===== src/rtl/microsequencer.sv =====
// LC-3 microprogram sequencer: drives the registered-output control store and
// computes each next microaddress from IRD/COND/J plus BEN, R and IR.
module microsequencer #(
  parameter int unsigned ADDR_W     = 6,
  parameter int unsigned WORD_W     = 52,
  parameter int unsigned NUM_STATES = 64,
  parameter int unsigned RESET_ADDR = 18,
  parameter int unsigned IRD_BIT    = 51,
  parameter int unsigned COND_LSB   = 49,
  parameter int unsigned J_LSB      = 43,
  parameter int unsigned CNT_W      = 32
) (
  input  logic              i_CLK,
  input  logic              i_RST,
  input  logic              i_halt,
  input  logic              i_ben,
  input  logic              i_r,
  input  logic [15:0]       i_ir,
  input  logic [WORD_W-1:0] i_cs_word,
  output logic              o_cs_read_en,
  output logic [ADDR_W-1:0] o_cs_read_addr,
  output logic              o_word_valid,
  output logic [ADDR_W-1:0] o_upc,
  output logic              o_halted,
  output logic              o_err,
  output logic [CNT_W-1:0]  o_ucount
);

  typedef enum logic [1:0] {StBoot, StExec, StHalt} state_e;

  state_e            state_q, state_d;
  logic [ADDR_W-1:0] upc_q, upc_d;
  logic [ADDR_W-1:0] pend_addr_q, pend_addr_d;
  logic              err_q, err_d;
  logic [CNT_W-1:0]  ucount_q, ucount_d;

  logic              ird;
  logic [1:0]        cond;
  logic [ADDR_W-1:0] j_field;
  logic [ADDR_W-1:0] nxt;
  logic              illegal;

  // Only the sequencing fields and IR[15:11] matter here; the rest feeds the datapath.
  logic unused_bits;
  assign unused_bits = ^{i_cs_word, i_ir};

  assign ird     = i_cs_word[IRD_BIT];
  assign cond    = i_cs_word[COND_LSB +: 2];
  assign j_field = i_cs_word[J_LSB +: ADDR_W];

  always_comb begin
    nxt = j_field;
    if (ird) begin
      nxt = ADDR_W'(i_ir[15:12]);
    end else begin
      nxt[2] = j_field[2] | ((cond == 2'b10) & i_ben);
      nxt[1] = j_field[1] | ((cond == 2'b01) & i_r);
      nxt[0] = j_field[0] | ((cond == 2'b11) & i_ir[11]);
    end
  end

  assign illegal = (32'(nxt) >= NUM_STATES);

  always_comb begin
    state_d        = state_q;
    upc_d          = upc_q;
    pend_addr_d    = pend_addr_q;
    err_d          = err_q;
    ucount_d       = ucount_q;
    o_cs_read_en   = 1'b0;
    o_cs_read_addr = '0;
    o_word_valid   = 1'b0;
    o_halted       = 1'b0;
    // Reset is applied by the register block; outputs stay quiet while it is held.
    if (!i_RST) begin
      unique case (state_q)
        StBoot: begin
          o_cs_read_en   = 1'b1;
          o_cs_read_addr = pend_addr_q;
          upc_d          = pend_addr_q;
          state_d        = StExec;
        end
        StExec: begin
          o_word_valid = 1'b1;
          ucount_d     = ucount_q + CNT_W'(1);
          if (illegal) begin
            err_d       = 1'b1;
            pend_addr_d = nxt;
            state_d     = StHalt;
          end else if (i_halt) begin
            pend_addr_d = nxt;
            state_d     = StHalt;
          end else begin
            o_cs_read_en   = 1'b1;
            o_cs_read_addr = nxt;
            upc_d          = nxt;
          end
        end
        StHalt: begin
          o_halted = 1'b1;
          // An error is terminal until reset; resume re-fetches via BOOT.
          if (!err_q && !i_halt) begin
            state_d = StBoot;
          end
        end
        default: state_d = StBoot;
      endcase
    end
  end

  always_ff @(posedge i_CLK) begin
    if (i_RST) begin
      state_q     <= StBoot;
      upc_q       <= ADDR_W'(RESET_ADDR);
      pend_addr_q <= ADDR_W'(RESET_ADDR);
      err_q       <= 1'b0;
      ucount_q    <= '0;
    end else begin
      state_q     <= state_d;
      upc_q       <= upc_d;
      pend_addr_q <= pend_addr_d;
      err_q       <= err_d;
      ucount_q    <= ucount_d;
    end
  end

  assign o_upc    = upc_q;
  assign o_err    = err_q;
  assign o_ucount = ucount_q;

endmodule


===== config.mk =====
export PLATFORM = sky130hd
export DESIGN_NAME = microsequencer
export DESIGN_NICKNAME = d
export VERILOG_FILES = /design/src/rtl/microsequencer.sv
export SDC_FILE = /design/constraint.sdc
export NUM_CORES = 1
export LEC_CHECK = 0
export ABC_CLOCK_PERIOD_IN_PS = 2600
export CAP_MARGIN = 40
export CORE_ASPECT_RATIO = 1.4
export CORE_UTILIZATION = 25
export DETAILED_ROUTE_END_ITERATION = 8
export PLACE_DENSITY = 0.63
export SLEW_MARGIN = 20
export SYNTH_ARGS = -nofsm -noshare
export SYNTH_HDL_FRONTEND = slang
export SYNTH_SLANG_ARGS = --single-unit

===== constraint.sdc =====
create_clock -name i_CLK -period 2.6 [get_ports i_CLK]
set_clock_uncertainty 0.15 [all_clocks]
set_input_delay 0.39 -clock i_CLK [delete_from_list [all_inputs] [get_ports i_CLK]]
set_output_delay 0.39 -clock i_CLK [all_outputs]
set_load 0.05 [all_outputs]

After elaboration in Yosys (flattened, before gate mapping). Cells that the tools add are included.

Add/subtract/negate cells: 1. Multipliers: 0. Div/mod/pow operators: 0. $lt $le $gt $ge: 0. Equal/unequal tests: 8. Shift operators: 0. Multiplexer cells: 17. Bitwise operators: 6. Reductions and logical operators: 6.

Operator list (count): 32-bit by 1-bit adder with 32-bit output (second input constant) (1); 6-bit case mux with 2 select lines (2); 6-bit 2-to-1 mux (3); 2-bit equality test (second input constant) (3); 1-bit 2-to-1 mux (6); 3-bit 2-to-1 mux (2); 2-bit != test (second input constant) (3); 2-bit case mux with 3 select lines (1); 2-bit AND reduction (3); 2-bit by 1-bit equality test with 1-bit output (second input constant) (2); 2-bit 2-to-1 mux (2); 1-bit AND (3); 1-bit bitwise OR (3); 2-bit logical NOT (1); 1-bit case mux with 2 select lines (1); 2-bit nonzero test (1); 1-bit logical NOT (1).

Register bits: 46. Bits in latches: 0. RAM bits: 0. ROM bits: 0. Input port bits: 73. Memories: 0.

Depth between registers and ports, before layout.
Depth after elaboration: 7. Gate-level depth with buffers: 6. Gate-level depth less buffers: 5.

Worst setup path before layout. OpenSTA, ideal clock, no wires.

Kind: register to register. Start: register ucount_q[7] (netlist: o_ucount[7]). End: register ucount_q[30] (netlist: o_ucount[30]). Arrival time: 2.239 ns. Data required time: 2.329 ns. Path slack: 0.089 ns. Cell stages (with the launch flop): 5. Path buffers: 0. Period minus slack after synthesis: 2.511 ns. Path through: dfxtp_1 > nand4_2 > or4_4 > or3b_1 > mux2_4.

Longest elaborated chain between the ends: 1.

RTL lines: from (decl) (RTL line 35) `logic [CNT_W-1:0] ucount_q, ucount_d;`; from (signal assigned) (RTL line 123) `ucount_q <= ucount_d;`; 32-bit by 1-bit adder with 32-bit output (RTL line 85) `ucount_d = ucount_q + CNT_W'(1);`.

Every way passes these cells. A chain may end at the register's enable or synchronous reset.

Worst setup path in the final report.
Start: input i_cs_word[51]. End: output o_cs_read_addr[5].

Longest elaborated chain between the ends: 4.

RTL lines: from (decl) (RTL line 19) `input logic [WORD_W-1:0] i_cs_word,`; 3-bit 2-to-1 mux (RTL line 53) `if (ird) begin`; 6-bit 2-to-1 mux (RTL line 90) `end else if (i_halt) begin`; 6-bit case mux with 2 select lines (RTL line 76) `unique case (state_q)`; 6-bit 2-to-1 mux (RTL line 75) `if (!i_RST) begin`; to (decl) (RTL line 21) `output logic [ADDR_W-1:0] o_cs_read_addr,`.

Every way passes these cells.

==> impl_metrics.yaml <==
synthesis:
  synth.distinct_cells: 47
  yosysSeqAreaShare: 0.400
  netlist_area_um2: 2300
  yosysWarnings: 0
  synth_top_area_frac: 0.400
  synthCells: 277
  async_flop_share: 0
  synth_fp_nets: 351
  synth-edff-count: 0
  synth_area_leaders: "dfxtp_1 (40%), nor2_1 (6.0%), a21oi_1 (5.4%), xnor2_1 (2.7%), o31ai_1 (2.6%)"
  synthFlopType: "dfxtp_1"
  yosysTopAreaCell: "dfxtp_1"
  synth.avg_cell_area_um2: 8.32
  synth_seq_cells: 46
place:
  dp_hpwl_um: 4700
  finalWeightedCongestion: 0.865
  place.port_buffers: 65
clock_network:
  clkSinkCount: 46
  cts_root_buf: "clkbuf_16"
  cts_tree: "built"
  clk_path_buf_depth: 2
  cts_max_level: 2
  clk_pin_slew_ns: 0.07
  ctsHoldBuffers: 0
  cts_setup_buffers: 0
  cts_made_buffers: 5
  insertion_delay_ns: 0.29
  cts_resized: 0
timing:
  setup_viol: 0
  max_freq_mhz: 409
  finalSetupTns_ns: 0
  fin_crit_ns: 2.44
  worst_pin_slew_ns: 0.571
  finalCritPeriodShare: 0.940
  finalHoldViolCount: 0
  max_slew_margin: 0.614
  drv_slew: 0
  rsz0062_at_grt: "no"
min_path:
  hold_class: "in -> reg"
  hold_path_depth: 2
final_layout:
  nNetsFinal: 420
  drive_gt1_frac: 0.124
  area_growth_syn_to_layout_pct: 44.9
  antenna_cells: 0
status:
  status: "complete, no violations"
global_routing:
  grt_pass1_vias: 2197
  grt-ovfl-total: 0
  antenna_found_initial: 0
  grt_max_degree: 50
  track_usage: 0.129
  grt_pass1_wl_um: 10100
worst_setup_path:
  path_class: "in -> out"
  r2r_cells: 4
  start_kind: "primary input"
  crit_required_ns: 2.06
  path_max_fanout: 8
  critPathCaptureType: "output pin"
  arrival_ns: 1.90
pwr:
  ir_worst_vdd_v: 0.000258
  clkPwrFrac: 0.392
  p_sw_uw: 479
  power-per-cell-area_nw_per_um2: 503
  seqPwrFrac: 0.442
  netSwitchingFraction: 0.285
  power_uw: 1680
  power_frac_comb: 0.166
  p_int_uw: 1200
  leakage_uw: 0.00117
floorplan:
  io_pins: 121
  core_um2: 8980
  initial_core_util: 0.257
  die_w_um: 83.1
  die_h_um: 116
  die-area_um2: 9610
  rows: 41
route:
  vias: 2291
  first_iter_violations: 69
  totalWireLength_um: 6270
  ant_nets: 0
  dr.pass1.iters: 4
  viasPerCell: 5.05
  drc: 0
  wire_per_inst_um: 13.8
flow_run:
  cap_violations: 0
## cell usage in the layout (no fill, tap or decap), types with 7 or more instances in the layout
| cell type | netlist | layout |
|---|---|---|
| inv_1 | 7 | 7 |
| a21oi_1 | 25 | 25 |
| nand3_1 | 11 | 11 |
| buf_4 | 1 | 15 |
| nor2_1 | 37 | 37 |
| dfxtp_1 | 46 | 45 |
| nor3_1 | 11 | 11 |
| buf_12 | 0 | 7 |
| o31ai_1 | 8 | 8 |
| or4_1 | 7 | 7 |
| nor2b_1 | 9 | 9 |
| clkdlybuf4s50_1 | 0 | 56 |
| xnor2_1 | 7 | 7 |
| nand2_1 | 14 | 14 |
| nand4_1 | 9 | 9 |
## power groups by stage
stage               sequential (uW)  combinational [uW]  clock (uW)
finish                          743                 278         659
global route                    746                 299         694
CTS                             743                 280         668
detailed placement              759                 279           0
global placement                758                 278           0
floorplan                       793                 126           0
## metal layers
layer / vias to the layer above / global-route usage / wire [um]
met4: 0 / 0.0483 / 76
met3: 7 / 0.0442 / 414
li1: 1139 / - / -
met2: 62 / 0.243 / 3250
met1: 1083 / 0.132 / 2530
met5: - / 0 / 0
## cell type report
type | instances | area (um2)
Sequential cell | 46 | 922
Inverter | 7 | 26.3
Fill cell | 919 | 5640
Clock buffer | 5 | 125
Multi-Input combinational cell | 207 | 1290
Timing Repair Buffer | 79 | 818
Clock inverter | 3 | 23.8
Tap cell | 107 | 134
## cells by family (layout without fill, tap and decap cells)
logic type      after synthesis  after routing  synth area share
fa+ha+maj                     1              1           0.00543
mux                           8              8            0.0396
simple gates                131            131             0.317
flops                        46             46             0.400
xor+xnor                     12             12            0.0456
compound gates               54             54             0.150
buf+inv                      24             94            0.0413
other cells                   1              1           0.00163
## cell usage after synthesis, types with 4 or more instances
| cell type | count |
|---|---|
| nand4_1 | 9 |
| or4_1 | 7 |
| nor4_1 | 6 |
| clkbuf_1 | 14 |
| nand2_1 | 14 |
| a21oi_1 | 25 |
| nor3_1 | 11 |
| o31ai_1 | 8 |
| xor2_1 | 5 |
| inv_1 | 7 |
| nor2b_1 | 9 |
| and4_1 | 4 |
| o21ai_0 | 5 |
| nor2_1 | 37 |
| dfxtp_1 | 46 |
| or3_1 | 5 |
| xnor2_1 | 7 |
| nand3_1 | 11 |
| mux2_2 | 5 |
## critical path, stage by stage
cell,delay [ns]
clkdlybuf4s50_1,0.55
nor2b_1,0.23
a22oi_1,0.08
or2_2,0.30
nor2_1,0.19
buf_12,0.17
## flip-flops by register name (all words and copies together), names as in the netlist
| register | count |
|---|---|
| state_q | 2 |
| o_ucount | 32 |
| o_upc | 6 |
| pend_addr_q | 6 |
## stage by stage
stage          cell area, um2   util  cells  hold slack, ns  setup slack, ns
6_report                 3340  0.372    454           0.203            0.155
5_1_grt                  3340  0.372    454           0.213           0.0720
3_3_place_gp             3190  0.355    446           0.293            0.162
2_1_floorplan            2300      -    277           0.286           0.0894
4_1_cts                  3340  0.372    454           0.204            0.114
3_5_place_dp             3190  0.355    446           0.312            0.167
## path summary, 6_finish.rpt
| path | start | to | slack [ns] |
|---|---|---|---|
| worst max-delay path | i_cs_word[51] | o_cs_read_addr[5] | 0.16 |
| worst min-delay path | i_RST | o_upc[5] | 0.20 |
| worst max register to register | o_ucount[3] | o_ucount[30] | 0.30 |
| worst min register to register | pend_addr_q[4] | pend_addr_q[4] | 0.32 |
No activity file was read; power rests on OpenSTA's default activity.
